[config.mk]
export PLATFORM = sky130hd
export DESIGN_NAME = adder_pipe_cs
export DESIGN_NICKNAME = d
export VERILOG_FILES = /design/src/rtl/arith_pkg.sv /design/src/rtl/adder_cs_chunk.sv /design/src/rtl/adder_pipe_cs.sv
export SDC_FILE = /design/constraint.sdc
export NUM_CORES = 1
export LEC_CHECK = 0
export CAP_MARGIN = 10
export CORE_MARGIN = 2
export CORE_UTILIZATION = 40
export CTS_BUF_LIST = sky130_fd_sc_hd__clkbuf_4
export DETAILED_ROUTE_END_ITERATION = 10
export GPL_ROUTABILITY_DRIVEN = 1
export GPL_TIMING_DRIVEN = 0
export RECOVER_POWER = 100
export SKIP_CTS_REPAIR_TIMING = 1
export SLEW_MARGIN = 5
export SYNTH_ARGS = -nofsm -noshare
export SYNTH_HDL_FRONTEND = slang
export SYNTH_SLANG_ARGS = --single-unit
[constraint.sdc]
create_clock -name clk -period 7.3 [get_ports clk]
set_input_delay 1.46 -clock clk [delete_from_list [all_inputs] [get_ports clk]]
set_output_delay 1.46 -clock clk [all_outputs]
set_load 0.1 [all_outputs]
[src/rtl/arith_pkg.sv]
// rtl/arith_pkg.sv - shared arithmetic encodings and defaults
//
// Purpose: operation encoding for the add/sub datapath and the default
// adder width used by adder_pipe_cs.
package arith_pkg;

  // Operation select: add, or subtract as A + ~B + 1.
  typedef enum logic {
    OP_ADD = 1'b0,
    OP_SUB = 1'b1
  } op_e;

  localparam int ADDER_WIDTH = 32;

endpackage : arith_pkg

[src/rtl/adder_cs_chunk.sv]
// rtl/adder_cs_chunk.sv - combinational carry-select chunk adder
//
// Purpose: adds one CHUNK-wide slice. Both carry-in hypotheses are summed
// in parallel and the real carry-in only drives the final mux, so the
// carry path through a chunk is a single mux level.
//
// Ports:
//   a, b   CHUNK-bit operand slices
//   cin    carry into bit 0 of the slice
//   s      CHUNK-bit sum slice
//   cout   carry out of the slice MSB
//   c_msb  carry into the slice MSB (used for overflow on the top chunk)
module adder_cs_chunk #(
  parameter int CHUNK = 8
) (
  input  logic [CHUNK-1:0] a,
  input  logic [CHUNK-1:0] b,
  input  logic             cin,
  output logic [CHUNK-1:0] s,
  output logic             cout,
  output logic             c_msb
);

  logic [CHUNK:0] sum_c0;
  logic [CHUNK:0] sum_c1;
  logic [CHUNK:0] sum_sel;

  assign sum_c0  = {1'b0, a} + {1'b0, b};
  assign sum_c1  = {1'b0, a} + {1'b0, b} + {{CHUNK{1'b0}}, 1'b1};
  assign sum_sel = cin ? sum_c1 : sum_c0;

  assign s    = sum_sel[CHUNK-1:0];
  assign cout = sum_sel[CHUNK];

  // The sum bit at the MSB is a ^ b ^ carry_in, so the carry into the MSB
  // falls out of the selected sum without a separate narrower adder.
  assign c_msb = sum_sel[CHUNK-1] ^ a[CHUNK-1] ^ b[CHUNK-1];

endmodule : adder_cs_chunk

[src/rtl/adder_pipe_cs.sv]
// rtl/adder_pipe_cs.sv - pipelined carry-select adder/subtractor with handshakes
//
// Purpose: WIDTH-bit add/sub split into WIDTH/CHUNK chunks, one register
// stage per chunk. Stage k adds chunk k using the carry registered by
// stage k-1; operand chunks not yet consumed travel down the pipe (skew)
// alongside the partial result.
//
// Ports:
//   clk, rst_n        clock, asynchronous active-low reset
//   in_val / in_rdy   operand handshake (transfer when both high)
//   in0, in1, sub     operands A, B and op (0: A+B, 1: A-B)
//   out_val / out_rdy result handshake (transfer when both high)
//   sum, cout, ovf    result modulo 2^WIDTH, carry out, signed overflow
//
// WIDTH must be a multiple of CHUNK.
module adder_pipe_cs
  import arith_pkg::*;
#(
  parameter int WIDTH = ADDER_WIDTH,
  parameter int CHUNK = 8
) (
  input  logic             clk,
  input  logic             rst_n,
  input  logic             in_val,
  output logic             in_rdy,
  input  logic [WIDTH-1:0] in0,
  input  logic [WIDTH-1:0] in1,
  input  logic             sub,
  output logic             out_val,
  input  logic             out_rdy,
  output logic [WIDTH-1:0] sum,
  output logic             cout,
  output logic             ovf
);

  localparam int STAGES = WIDTH / CHUNK;

  logic              stall;
  logic [STAGES-1:0] valid_q;
  logic [STAGES-1:0] valid_d;   // valid bit entering each stage
  logic              cmsb_q;    // carry into result MSB, last stage only

  // Only a held result at the output can stall; the whole pipe then
  // freezes together so nothing overtakes or gets overwritten.
  assign stall  = valid_q[STAGES-1] && !out_rdy;
  assign in_rdy = !stall;

  assign valid_d[0] = in_val && in_rdy;
  if (STAGES > 1) begin : g_valid_chain
    assign valid_d[STAGES-1:1] = valid_q[STAGES-2:0];
  end

  // Valid bits shift every unstalled cycle, bubbles included.
  always_ff @(posedge clk or negedge rst_n) begin
    if (!rst_n) begin
      valid_q <= '0;
    end else if (!stall) begin
      valid_q <= valid_d;
    end
  end

  for (genvar k = 0; k < STAGES; k++) begin : g_stage
    localparam int REM = WIDTH - k * CHUNK;   // operand bits still to add
    localparam int RES = (k + 1) * CHUNK;     // result bits known after stage

    logic [REM-1:0]   a_src;
    logic [REM-1:0]   b_src;
    logic             cin;
    logic [CHUNK-1:0] s_w;
    logic             cout_w;
    logic             cmsb_w;
    logic [RES-1:0]   sum_d;
    logic [RES-1:0]   sum_q;
    logic             carry_q;

    if (k == 0) begin : g_head
      op_e op;
      assign op    = op_e'(sub);
      // Subtraction is A + ~B with the +1 supplied as the first carry-in.
      assign a_src = in0;
      assign b_src = (op == OP_SUB) ? ~in1 : in1;
      assign cin   = (op == OP_SUB);
      assign sum_d = s_w;
    end else begin : g_body
      logic [REM-1:0] a_q;
      logic [REM-1:0] b_q;

      // Skew registers belong to stage k-1's register set: they load with
      // the partial result of stage k-1 and hold the chunks above it.
      always_ff @(posedge clk or negedge rst_n) begin
        if (!rst_n) begin
          a_q <= '0;
          b_q <= '0;
        end else if (!stall && valid_d[k-1]) begin
          a_q <= g_stage[k-1].a_src[REM+CHUNK-1:CHUNK];
          b_q <= g_stage[k-1].b_src[REM+CHUNK-1:CHUNK];
        end
      end

      assign a_src = a_q;
      assign b_src = b_q;
      assign cin   = g_stage[k-1].carry_q;
      assign sum_d = {s_w, g_stage[k-1].sum_q};
    end

    adder_cs_chunk #(
      .CHUNK (CHUNK)
    ) u_chunk (
      .a     (a_src[CHUNK-1:0]),
      .b     (b_src[CHUNK-1:0]),
      .cin   (cin),
      .s     (s_w),
      .cout  (cout_w),
      .c_msb (cmsb_w)
    );

    // Data only moves with a valid token so bubbles never disturb the
    // contents of a stage.
    always_ff @(posedge clk or negedge rst_n) begin
      if (!rst_n) begin
        sum_q   <= '0;
        carry_q <= 1'b0;
      end else if (!stall && valid_d[k]) begin
        sum_q   <= sum_d;
        carry_q <= cout_w;
      end
    end
  end

  always_ff @(posedge clk or negedge rst_n) begin
    if (!rst_n) begin
      cmsb_q <= 1'b0;
    end else if (!stall && valid_d[STAGES-1]) begin
      cmsb_q <= g_stage[STAGES-1].cmsb_w;
    end
  end

  assign out_val = valid_q[STAGES-1];
  assign sum     = g_stage[STAGES-1].sum_q;
  assign cout    = g_stage[STAGES-1].carry_q;
  assign ovf     = cmsb_q ^ g_stage[STAGES-1].carry_q;

endmodule : adder_pipe_cs

Yosys cells after proc, flatten, opt, wreduce, memory -nomap -nowiden
Index checks and enable logic that the tools add are counted.
Widths: inputs -> output; s select.
{ "op_classes": {"add_sub_neg": 8, "mul": 0, "n_div": 0, "magnitude_cmp": 0, "n_eq_ne": 0, "shifts": 0, "muxes": 5, "bitwise_logic": 4, "n_reduce_logical": 8} }
{ "ops": {"columns": ["operator", "n"], "rows": [
  ["$add 8x8->9", 4],
  ["$add 9x1->9 const B", 4],
  ["$mux 9", 4],
  ["$mux 32", 1],
  ["$not 32->32", 1],
  ["$logic_and 1x1->1", 6],
  ["$xor 1x1->1", 3],
  ["$logic_not 1->1", 2]
]} }
{ "totals": {"reg_bits": 185, "latchBits": 0, "ram_bits": 0, "mem_bits_ro": 0, "inputBits": 69, "mem_count": 0} }

Logic depth before layout (Yosys ltp)
Gate-level depths: netlist of run 1.
{ "depth": {"ltp_word": 5, "depth_mapped": 14} }

Modules after synthesis
From an unflattened synthesis of run 1, not the netlist that was laid out.
{ "hier_totals": {"hier_cells": 679, "hier_area_um2": 9096.2} }
{ "modules_own_cells": {"columns": ["module", "n_inst", "cells_per_inst", "area_each_um2", "seq_area_each_um2"], "rows": [
  ["adder_pipe_cs", 1, 463, 7184.4, 4629.4],
  ["adder_cs_chunk", 4, 54, 478.0, 0.0]
]} }

Worst setup path before layout of run 1
OpenSTA, ideal clock, no wires.
{ "synth_path": {"path_kind": "input port to flip-flop", "startpoint": "input port sub", "endpoint": "register g_stage[0].carry_q", "setup_time_ns": 0.132, "t_arrival_ns": 4.291, "t_required_ns": 7.168, "setup_slack_ns": 2.877, "path_stages": 14, "path_buffers": 2, "path_cell_list": "buf_2 > buf_1 > xor2_1 > ha_1 > inv_1 > fa_1 > inv_1 > ha_1 > nand2_1 > a2111oi_2 > o211ai_1 > nor4_1 > and3_1 > o31ai_2"} }
{ "synth_between": {"elab_chain_len": 4} }
{ "synth_lines": {"columns": ["item", "line_no", "rtl"], "rows": [
  ["start, declared", "adder_pipe_cs.sv:28", "input logic sub,"],
  ["$mux 32", "adder_pipe_cs.sv:81", "assign b_src = (op == OP_SUB) ? ~in1 : in1;"],
  ["$add 8x8->9", "adder_cs_chunk.sv:28, adder_cs_chunk.sv:29", null],
  ["$add 9x1->9", "adder_cs_chunk.sv:29", "assign sum_c1 = {1'b0, a} + {1'b0, b} + {{CHUNK{1'b0}}, 1'b1};"],
  ["$mux 9 *", "adder_cs_chunk.sv:30", "assign sum_sel = cin ? sum_c1 : sum_c0;"],
  ["end signal, assigned", "adder_pipe_cs.sv:125", "carry_q <= cout_w;"],
  ["end, declared", "adder_pipe_cs.sv:74", "logic carry_q;"]
]} }
Mark *: on every way between the ends. The rest lies on a longest branch, timed or not.
A chain may end at the register's enable or synchronous reset.

Final worst setup path of run 1
Ends and elaborated chain as after synthesis.

==> results of run 1 <==
[flip-flops by register name, summed over array words and instances (netlist names)]
signal	flops
g_stage.sum_q	48
g_stage.a_src	48
g_stage.b_src	48
sum	32
valid_q	4
g_stage.carry_q	3
cmsb_q	1
cout	1
[metrics by stage]
| step | total power, mW | cell area [um^2] | hold slack, ns | instances |
|---|---|---|---|---|
| 3_5_place_dp | 4.628 | 10510 | 0.4537 | 1202 |
| 2_1_floorplan | 3.979 | 9077 | 0.4365 | 812 |
| 5_1_grt | 5.425 | 10730 | 0.5166 | 1235 |
| 6_report | 5.033 | 10730 | 0.4842 | 1235 |
| 4_1_cts | 5.141 | 10750 | 0.4881 | 1234 |
| 3_3_place_gp | 4.581 | 10480 | 0.4503 | 1201 |
[worst max-delay path, cell delays in order]
cell and delay (ns):
dlygate4sd3_1 0.55, clkbuf_1 0.52, clkbuf_1 0.55, xor2_1 0.20, ha_1 0.20, inv_1 0.06
fa_1 0.47, inv_1 0.08, ha_1 0.17, nand2_1 0.09, a2111oi_0 0.54, o211ai_1 0.22
nor4_1 0.37, and3_1 0.23, o31ai_2 0.06
[Yosys cell counts, types with 7 or more instances]
library cell  count
xnor2_1          58
a21o_1            7
xor2_1           23
inv_1            24
nor2_1           22
nand2_1         144
ha_1             37
dfrtp_1         185
mux2_2           95
clkbuf_1         20
a21oi_1          15
o21ai_0          63
buf_1             8
[worst max-delay path by stage]
stage / end / cells after the start / slack, ns
global placement: g_stage[1].a_src[17] / 1 / -2.96
global route: g_stage[0].carry_q / 15 / 1.58
CTS: in_rdy / 4 / 2.24
detailed placement: g_stage[0].carry_q / 15 / 1.86
floorplan: g_stage[0].carry_q / 14 / 2.88
finish: g_stage[0].carry_q / 15 / 1.95
[routing by layer]
| metal | wire length, um | up-vias | share of wire | track usage |
|---|---|---|---|---|
| met1 | 8794 | 2929 | 0.48 | 0.2171 |
| li1 | - | 3055 | - | - |
| met3 | 848 | 26 | 0.046 | 0.04119 |
| met5 | 23 | - | 0.0013 | 0 |
| met4 | 257 | 4 | 0.014 | 0.04982 |
| met2 | 8319 | 101 | 0.46 | 0.2549 |
[report_power, final]
| part | switching, mW | internal [mW] | total (mW) | leakage (nW) |
|---|---|---|---|---|
| clock network | 0.342 | 0.162 | 0.504 | 0.121 |
| logic | 1.73 | 1.10 | 2.83 | 2.41 |
| registers | 0.237 | 1.47 | 1.70 | 2.27 |
| total | 2.31 | 2.72 | 5.03 | 4.80 |
[area by class of cell]
cell class                      count  share of cell area
Multi-Input combinational cell    569              0.3925
Sequential cell                   185              0.4315
Clock inverter                     15             0.01038
Tap cell                          285             0.03324
Antenna cell                        1           0.0002333
Timing Repair Buffer              105             0.09902
Buffer                             34             0.01283
Clock buffer                       17             0.01190
Inverter                           24            0.008397
[logic make-up after synthesis]
group	count (synthesis)	share of synthesized area
AOI/OAI and AO/OA	135	0.09800
xor gates and xnor gates	83	0.08367
adders and majority gates	41	0.05982
buffers and inverters	58	0.02550
DFF	185	0.5100
muxes	96	0.1190
and+or+nand+nor	214	0.1041
==> summary.md, run 1 <==
| Metric | Value |
|---|---|
| Via count | `6115` |
| Ports | `105` |
| Worst-path clk slew | `0.14 ns` |
| Most common cell after layout, fill and taps aside | `dfrtp_1` |
| Endpoint type of the worst setup path | `register` |
| Rows | `55` |
| P_leak | `4.799 nW` |
| R2R setup slack | `4.69 ns` |
| Sequential cell area | `0.004629 mm^2` |
| Failing checks | `max-capacitance violations, max-slew violations` |
| Final Hold Fails | `0` |
| Netlist cell types | `62` |
| Final Cycle Share | `0.7333` |
| Largest net degree at the start of global routing | `115` |
| Fin. max-slew vios | `72` |
| Detailed router's first-iteration violation count | `222` |
| CTS buffer count | `17` |
| Net count after synthesis | `922` |
| CTS Root Cell | `clkbuf_4` |
| Cell area after synthesis | `0.009077 mm^2` |
| Die H | `154.6 um` |
| Drt pass-1 iters | `4` |
| RSZ-0062 raised after global routing | `false` |
| Number of enable flip-flop cells after synthesis | `0` |
| Top post-synthesis cells by area | `dfrtp_1 51%, mux2_2 12%, nand2_1 6.0%` |
| Gr ovfl total | `0` |
| Initial antenna violation count | `4` |
| # nets final | `1046` |
| Die area | `0.02392 mm^2` |
| Largest area contributor in the netlist | `dfrtp_1` |
| Ys Warns | `0` |
| Max-cap violations | `1` |
| Multi-input gate area | `0.004210 mm^2` |
| Core region area | `0.02243 mm^2` |
| Via density | `4.951` |
| GPL Wtd Cong | `0.8288` |
| Hold depth | `2` |
| Clock Skew | `0.01273 ns` |
| CP Launch Type | `input pin` |
| FF-to-FF End | `cmsb_q` |
| Minimum clock period after layout | `5.353 ns` |
| Share of post-route cells with drive strength above 1 | `0.1560` |
| Total negative slack | `0 ns` |
| Status | `complete, but fails checks` |
| Commonest cells after routing, fill and taps aside | `185 x dfrtp_1, 144 x nand2_1, 95 x mux2_2` |
| Fin util | `0.4782` |
| Post-Place Setup Slack | `1.857 ns` |
| Commonest register cell after synthesis | `dfrtp_1` |
| Layout area overhead | `18.18%` |
| Worst-Skew Late Latency | `0.56 ns` |
| Final setup viols | `0` |
| DP HPWL | `13660 um` |
| Post-synth top area share | `0.5100` |
| Clock tree buffer depth | `2` |
| Synth Area per Inst | `11.18 um^2` |
| Hold worst-path end | `valid_q[3]` |
| FF+latch count, synth | `185` |
| Measured slew at the worst slew-check pin | `3.861 ns` |
| Async S/R FF share, synth | `1.000` |
| First-pass GRT wire length | `30190 um` |
| Drt wl/cell | `14.77 um` |
| Die Wd | `154.6 um` |
| Setup WS post-layout | `1.947 ns` |
| Vias in the first global route | `5952` |
| Initial Utilization | `0.4046` |
| Clk sinks | `185` |
| Worst setup path startpoint | `sub` |
| Fill count | `2098` |
| Syn Inst Count | `812` |
| Min-delay src | `valid_q[2]` |
| R2R depth | `8` |
| Power per Cell Area | `469.2 mW/mm^2` |
| Kind of critical path | `in -> reg` |
| GRT Total Usage | `0.1605` |
| CTS tree | `yes` |
| Routed Antenna Nets | `0` |
| R2r startpoint | `g_stage[3].b_src[0]` |
| Slew HR | `-1.574` |
| Maximum vdd drop | `134.5 uV` |
| Worst Path Required | `7.74 ns` |
| Fmax | `186.8 MHz` |
| Hold crit path type | `reg -> reg` |
| Worst EP arrival | `5.79 ns` |
| H-Tree Depth | `4` |
| PortBufs | `104` |
| Post-synthesis sequential area ratio | `0.5100` |
| CP Max Fanout | `10` |
| DRC viols | `0` |
| WL final | `18240 um` |
No activity file was read; power rests on OpenSTA's default activity.
==> inputs of run 2 (changes only) <==
==> constraint.sdc (replaced) <==
create_clock -name clk -period 4.6 [get_ports clk]
set_input_delay 0.92 -clock clk [delete_from_list [all_inputs] [get_ports clk]]
set_output_delay 0.92 -clock clk [all_outputs]
set_load 0.1 [all_outputs]
==> run 2 against run 1 <==
Against the previous run: the run still ends with max-capacitance violations, max-slew violations left; critical path depth is the same; worst hold slack is essentially flat; design area is essentially flat; power grew 59%; die area is the same; cell count is the same; critical path type unchanged; critical endpoint unchanged; largest cell class unchanged; largest power group unchanged.
==> summary.md, run 2 (synthesis results as in run 1) <==
| Metric | Value |
|---|---|
| Via count | `6128 (+0.21%)` |
| R2R depth | `8 (unchanged)` |
| First-pass GRT wire length | `30190 um (unchanged)` |
| DRC viols | `0 (unchanged)` |
| Sw frac | `0.4587 (about the same)` |
| CP Max Fanout | `10 (unchanged)` |
| Failing checks | `max-capacitance violations, max-slew violations` |
| RSZ-0062 raised after global routing | `false` |
| Fin util | `0.4784 (about the same)` |
| Worst EP arrival | `4.71 ns (-1.08 ns)` |
| Via density | `4.962 (+0.21%)` |
| GRT Total Usage | `0.1605 (unchanged)` |
| Placed cells | `1202 (unchanged)` |
| CTS Root Cell | `clkbuf_4` |
| Endpoint type of the worst setup path | `register` |
| Hold depth | `2 (unchanged)` |
| Setup WS post-layout | `0.3410 ns (-1.606 ns)` |
| CTS tree | `yes` |
| Fmax | `234.8 MHz` |
| Layout area overhead | `18.22% (about the same)` |
| Measured slew at the worst slew-check pin | `3.333 ns (-0.5274 ns)` |
| Clock Skew | `0.01199 ns (-0.0007387 ns)` |
| R2r startpoint | `g_stage[3].b_src[0]` |
| Rows | `55 (unchanged)` |
| Kind of critical path | `in -> reg` |
| Hold worst-path end | `valid_q[3]` |
| DP HPWL | `13660 um (unchanged)` |
| FF-to-FF End | `cmsb_q` |
| Status | `complete, but fails checks` |
| Clock Power Share | `0.100 (about the same)` |
| Clk sinks | `185 (unchanged)` |
| Final Cycle Share | `0.9259` |
| Cell Int Power | `4.319 mW (+59%)` |
| Minimum clock period after layout | `4.259 ns` |
| CTS buffer count | `17 (unchanged)` |
| Initial Utilization | `0.4046 (unchanged)` |
| Comb pwr share | `0.561 (about the same)` |
| Initial antenna violation count | `4 (unchanged)` |
| Finished Layout Cells | `1235 (unchanged)` |
| Die area | `0.02392 mm^2 (unchanged)` |
| Drt pass-1 iters | `4 (unchanged)` |
| Max-cap violations | `1 (unchanged)` |
| Power, Total | `7.979 mW (+59%)` |
| Net Sw Power | `3.660 mW (+58%)` |
| R2R setup slack | `1.88 ns (-2.81 ns)` |
| Slew HR | `-1.222 (+0.3516)` |
| Vias in the first global route | `5952 (unchanged)` |
| Min-delay src | `valid_q[2]` |
| WL final | `18270 um (+0.14%)` |
| PortBufs | `104 (unchanged)` |
| Final Hold Fails | `0 (unchanged)` |
| Clock tree buffer depth | `2 (unchanged)` |
| Share of post-route cells with drive strength above 1 | `0.1549 (-0.001054)` |
| Final hold slack | `0.4846 ns (+0.0003890 ns)` |
| CP Launch Type | `input pin` |
| Die H | `154.6 um (unchanged)` |
| Seq pwr share | `0.339 (about the same)` |
| Maximum vdd drop | `213.4 uV (+59%)` |
| H-Tree Depth | `4 (unchanged)` |
| Post-Place Setup Slack | `-0.3030 ns (-2.160 ns)` |
| Detailed router's first-iteration violation count | `198 (-11%)` |
| Hold crit path type | `reg -> reg` |
| Largest net degree at the start of global routing | `115 (unchanged)` |
| Drt wl/cell | `14.79 um (+0.14%)` |
| Commonest cells after routing, fill and taps aside | `185 x dfrtp_1, 144 x nand2_1, 95 x mux2_2` |
| Ports | `105 (unchanged)` |
| Power per Cell Area | `743.5 mW/mm^2 (+58%)` |
| Final setup viols | `0 (unchanged)` |
| Worst-path clk slew | `0.14 ns (about the same)` |
| Worst Path Required | `5.05 ns (-2.69 ns)` |
| Most common cell after layout, fill and taps aside | `dfrtp_1` |
| Die Wd | `154.6 um (unchanged)` |
| GPL Wtd Cong | `0.8288 (unchanged)` |
| # nets final | `1046 (unchanged)` |
| Gr ovfl total | `0 (unchanged)` |
| Routed Antenna Nets | `0 (unchanged)` |
| Fin. max-slew vios | `72 (unchanged)` |
| P_leak | `4.805 nW (+0.14%)` |
| Core region area | `0.02243 mm^2 (unchanged)` |
| Worst-Skew Late Latency | `0.56 ns (about the same)` |
==> run 2: worst max-delay path: stages <==
cell	delay [ns]
clkdlybuf4s50_1	0.48
buf_2	0.29
clkbuf_1	0.53
xor2_1	0.20
ha_1	0.20
inv_1	0.06
fa_1	0.47
inv_1	0.08
ha_1	0.17
nand2_1	0.10
a2111oi_2	0.35
o211ai_1	0.18
nor4_1	0.37
and3_1	0.23
o31ai_2	0.06
==> run 2: final cells by class <==
| cell class | count | area, um^2 |
|---|---|---|
| buffer | 34 | 138.9 |
| clock inverter | 15 | 111.4 |
| inverter | 24 | 90.09 |
| tap | 285 | 356.6 |
| multi-input combinational | 569 | 4207 |
| timing repair buffer | 105 | 1069 |
| antenna | 1 | 2.502 |
| clock buffer | 17 | 127.6 |
| sequential | 185 | 4629 |
| fill | 2099 | 11700 |
==> run 2: metrics by stage <==
| step | TNS [ns] | instance area [um^2] |
|---|---|---|
| final | 0 | 10730 |
| after global routing | 0 | 10730 |
| after CTS | 0 | 10750 |
| after detailed placement | -0.3523 | 10510 |
| after global placement | -944.07 | 10480 |
| after floorplan | 0 | 9077 |
==> run 2: worst max path at each step <==
stage | from | end | slack, ns | cells after the start
final | sub | g_stage[0].carry_q | 0.34 | 15
after global placement | rst_n | g_stage[1].a_src[17] | -5.12 | 1
after detailed placement | sub | g_stage[0].carry_q | -0.30 | 15
after global routing | sub | g_stage[0].carry_q | 0.05 | 15
after floorplan | sub | g_stage[0].carry_q | 0.72 | 14
after CTS | sub | g_stage[0].carry_q | 0.32 | 15
==> run 2: power groups by stage <==
stage / combinational, mW / clock, mW / sequential (mW)
detailed placement: 4.58 / 0 / 2.77
finish: 4.47 / 0.801 / 2.70
global placement: 4.52 / 0 / 2.75
global route: 4.90 / 0.890 / 2.81
floorplan: 2.66 / 0 / 3.65
CTS: 4.60 / 0.834 / 2.72
==> run 2: layer usage <==
| metal | track usage | wire length, um | vias to the layer above |
|---|---|---|---|
| met2 | 0.2549 | 8280 | 104 |
| met5 | 0 | 23 | - |
| met3 | 0.04119 | 870 | 33 |
| met4 | 0.04982 | 317 | 4 |
| met1 | 0.2171 | 8775 | 2935 |
| li1 | - | - | 3052 |
==> inputs of run 3 (changes only) <==
--- a/config.mk
+++ b/config.mk
@@ -5,6 +5,7 @@
 export SDC_FILE = /design/constraint.sdc
 export NUM_CORES = 1
 export LEC_CHECK = 0
+export ABC_CLOCK_PERIOD_IN_PS = 4600
 export CAP_MARGIN = 10
 export CORE_MARGIN = 2
 export CORE_UTILIZATION = 40
@@ -14,7 +15,7 @@
 export GPL_TIMING_DRIVEN = 0
 export RECOVER_POWER = 100
 export SKIP_CTS_REPAIR_TIMING = 1
-export SLEW_MARGIN = 5
+export SLEW_MARGIN = 20
 export SYNTH_ARGS = -nofsm -noshare
 export SYNTH_HDL_FRONTEND = slang
 export SYNTH_SLANG_ARGS = --single-unit
==> run 3 against run 2 <==
Against the previous run: the flow still finishes with violations (max-capacitance violations, max-slew violations); combinational power barely moved; register-to-register slack about the same; global-route usage increased by 0.30 points; utilization up 0.46 points; worst hold slack gained 0.0049 ns; wire length is 0.38% higher; sequential share of layout area down 0.41 points; sequential power about the same; cell count rose by 0.16%; setup slack improved by 0.027 ns; clock-buffer cell count unchanged; critical path type unchanged.
==> summary.md, run 3 (synthesis results as in run 1) <==
| Metric | Value |
|---|---|
| Initial antenna violation count | `4 (unchanged)` |
| Worst-Skew Late Latency | `0.58 ns (+0.02 ns)` |
| P_leak | `4.856 nW (+1.1%)` |
| WL final | `18340 um (+0.38%)` |
| Failing checks | `max-capacitance violations, max-slew violations` |
| Drt pass-1 iters | `4 (unchanged)` |
| Total negative slack | `0 ns (unchanged)` |
| Slew HR | `-0.7526 (+0.4696)` |
| Power, Total | `8.215 mW (+3.0%)` |
| Clk sinks | `185 (unchanged)` |
| CTS buffer count | `17 (unchanged)` |
| Fin. max-slew vios | `48 (-33%)` |
| Final Hold Fails | `0 (unchanged)` |
| DRC viols | `0 (unchanged)` |
| CP cell instances | `clkdlybuf4s50_1 -> buf_2 -> clkbuf_1 -> xor2_1 -> ha_1 -> inv_1 -> fa_1 -> inv_1 -> ha_1 -> nand2_1 -> a2111oi_2 -> o211ai_1 -> nor4_1 -> and3_1 -> o31ai_2` |
| GPL Wtd Cong | `0.8288 (unchanged)` |
| Via density | `4.956 (-0.11%)` |
| Die area | `0.02392 mm^2 (unchanged)` |
| Via count | `6131 (+0.049%)` |
| Commonest cells after routing, fill and taps aside | `185 x dfrtp_1, 144 x nand2_1, 95 x mux2_2` |
| Hold crit path type | `reg -> reg` |
| Endpoint type of the worst setup path | `register` |
| Fill count | `2109 (+0.48%)` |
| First-pass GRT wire length | `30690 um (+1.6%)` |
| CP Max Fanout | `10 (unchanged)` |
| Clock Skew | `0.01588 ns (+0.003895 ns)` |
| Share of post-route cells with drive strength above 1 | `0.1611 (+0.006153)` |
| Worst-path clk slew | `0.15 ns (about the same)` |
| Hold depth | `2 (unchanged)` |
| Status | `complete, but fails checks` |
| Placed cells | `1203 (+0.083%)` |
| Fmax | `236.3 MHz (+0.63%)` |
| R2R depth | `8 (unchanged)` |
| Routed Antenna Nets | `0 (unchanged)` |
| Initial Utilization | `0.4046 (unchanged)` |
| Finished Layout Cells | `1237 (+0.16%)` |
| Layout area overhead | `19.35%` |
| GRT Total Usage | `0.1635 (+0.003028)` |
| Worst Path Required | `5.07 ns (+0.02 ns)` |
| Die H | `154.6 um (unchanged)` |
| Vias in the first global route | `6023 (+1.2%)` |
| Final Cycle Share | `0.9201 (-0.005789)` |
| Die Wd | `154.6 um (unchanged)` |
| Maximum vdd drop | `260.9 uV (+22%)` |
| Rows | `55 (unchanged)` |
| Most common cell after layout, fill and taps aside | `dfrtp_1` |
| Minimum clock period after layout | `4.232 ns (-0.02663 ns)` |
| Post-Place Setup Slack | `-0.2905 ns (+0.01257 ns)` |
| Setup WS post-layout | `0.3676 ns (+0.02663 ns)` |
| Drt wl/cell | `14.82 um (+0.22%)` |
| Detailed router's first-iteration violation count | `271 (+37%)` |
| Core region area | `0.02243 mm^2 (unchanged)` |
| Ports | `105 (unchanged)` |
| Worst Path Buf+Inv | `5 (unchanged)` |
| Kind of critical path | `in -> reg` |
| Power per Cell Area | `758.2 mW/mm^2 (+2.0%)` |
| H-Tree Depth | `4 (unchanged)` |
| # nets final | `1047 (+0.096%)` |
| PortBufs | `104 (unchanged)` |
| Final setup viols | `0 (unchanged)` |
| Clock tree buffer depth | `2 (unchanged)` |
| CP Launch Type | `input pin` |
| CTS Root Cell | `clkbuf_4` |
| DP HPWL | `13830 um (+1.2%)` |
| Slowest cell on crit path | `clkbuf_1` |
| Worst EP arrival | `4.70 ns (about the same)` |
| Measured slew at the worst slew-check pin | `2.629 ns (-0.7045 ns)` |
| RSZ-0062 raised after global routing | `false` |
| Max-cap violations | `1 (unchanged)` |
| Largest net degree at the start of global routing | `80 (-30%)` |
| CTS tree | `yes` |
| Slowest stage delay, CP | `0.52 ns (about the same)` |
| Critical path depth | `15 (unchanged)` |
| Gr ovfl total | `0 (unchanged)` |
| Fin util | `0.4829 (+0.004574)` |
| Dominant delay contributor by cell family on the critical path | `buffers and inverters` |
==> run 3: cell types whose count changed in the layout (fill, tap and decap cells not counted), moves of 3 or more <==
cell       change
inv_6          +5
clkinv_1       -5
bufinv_16      +3
clkinv_2       -3
==> run 3: per-layer routing <==
metal,GRT usage,vias up,wire length (um)
li1,-,3066,-
met1,0.2218,2935,8792
met2,0.2591,100,8393
met3,0.03783,26,843
met4,0.05688,4,290
met5,0,-,17
==> run 3: tightest hold or removal path, cell delays in order, from the launching register on <==
cell     delay (ns)
dfrtp_1        0.37
nand2_1        0.05
nand2_1        0.05
==> run 3: power breakdown <==
part	leakage [nW]	switching [mW]	internal, mW	total (mW)
clock network	0.170	0.587	0.442	1.03
registers	2.27	0.381	2.33	2.71
logic	2.42	2.74	1.74	4.48
==> run 3: cell type report <==
type                       count  area (um^2)  share of cell area
timing repair buffer         106         1067             0.09851
sequential                   185         4629              0.4273
clock buffer                  17        127.6             0.01178
tap                          285        356.6             0.03291
multi-input combinational    569         4207              0.3883
antenna                        2        5.005           0.0004619
buffer                        34        138.9             0.01282
clock inverter                15        212.7             0.01963
inverter                      24        90.09            0.008315
==> run 3: through the flow <==
stage,hold WS [ns],cell area (um^2)
4_1_cts,0.1729,10880
5_1_grt,0.5186,10830
3_5_place_dp,0.4542,10540
6_report,0.4895,10830
3_3_place_gp,0.4503,10480
2_1_floorplan,0.4365,9077
==> run 3: path summary, 6_finish.rpt <==
kind                                       from              endpoint  slack, ns
hold reg to reg            g_stage[1].a_src[18]  g_stage[1].a_src[18]       0.49
hold / removal             g_stage[1].a_src[18]  g_stage[1].a_src[18]       0.49
setup / recovery                            sub    g_stage[0].carry_q       0.37
setup reg to reg            g_stage[3].b_src[0]                cmsb_q       1.87
max in group asynchronous                 rst_n               sum[25]       0.94
min in group asynchronous                 rst_n                sum[9]       1.14
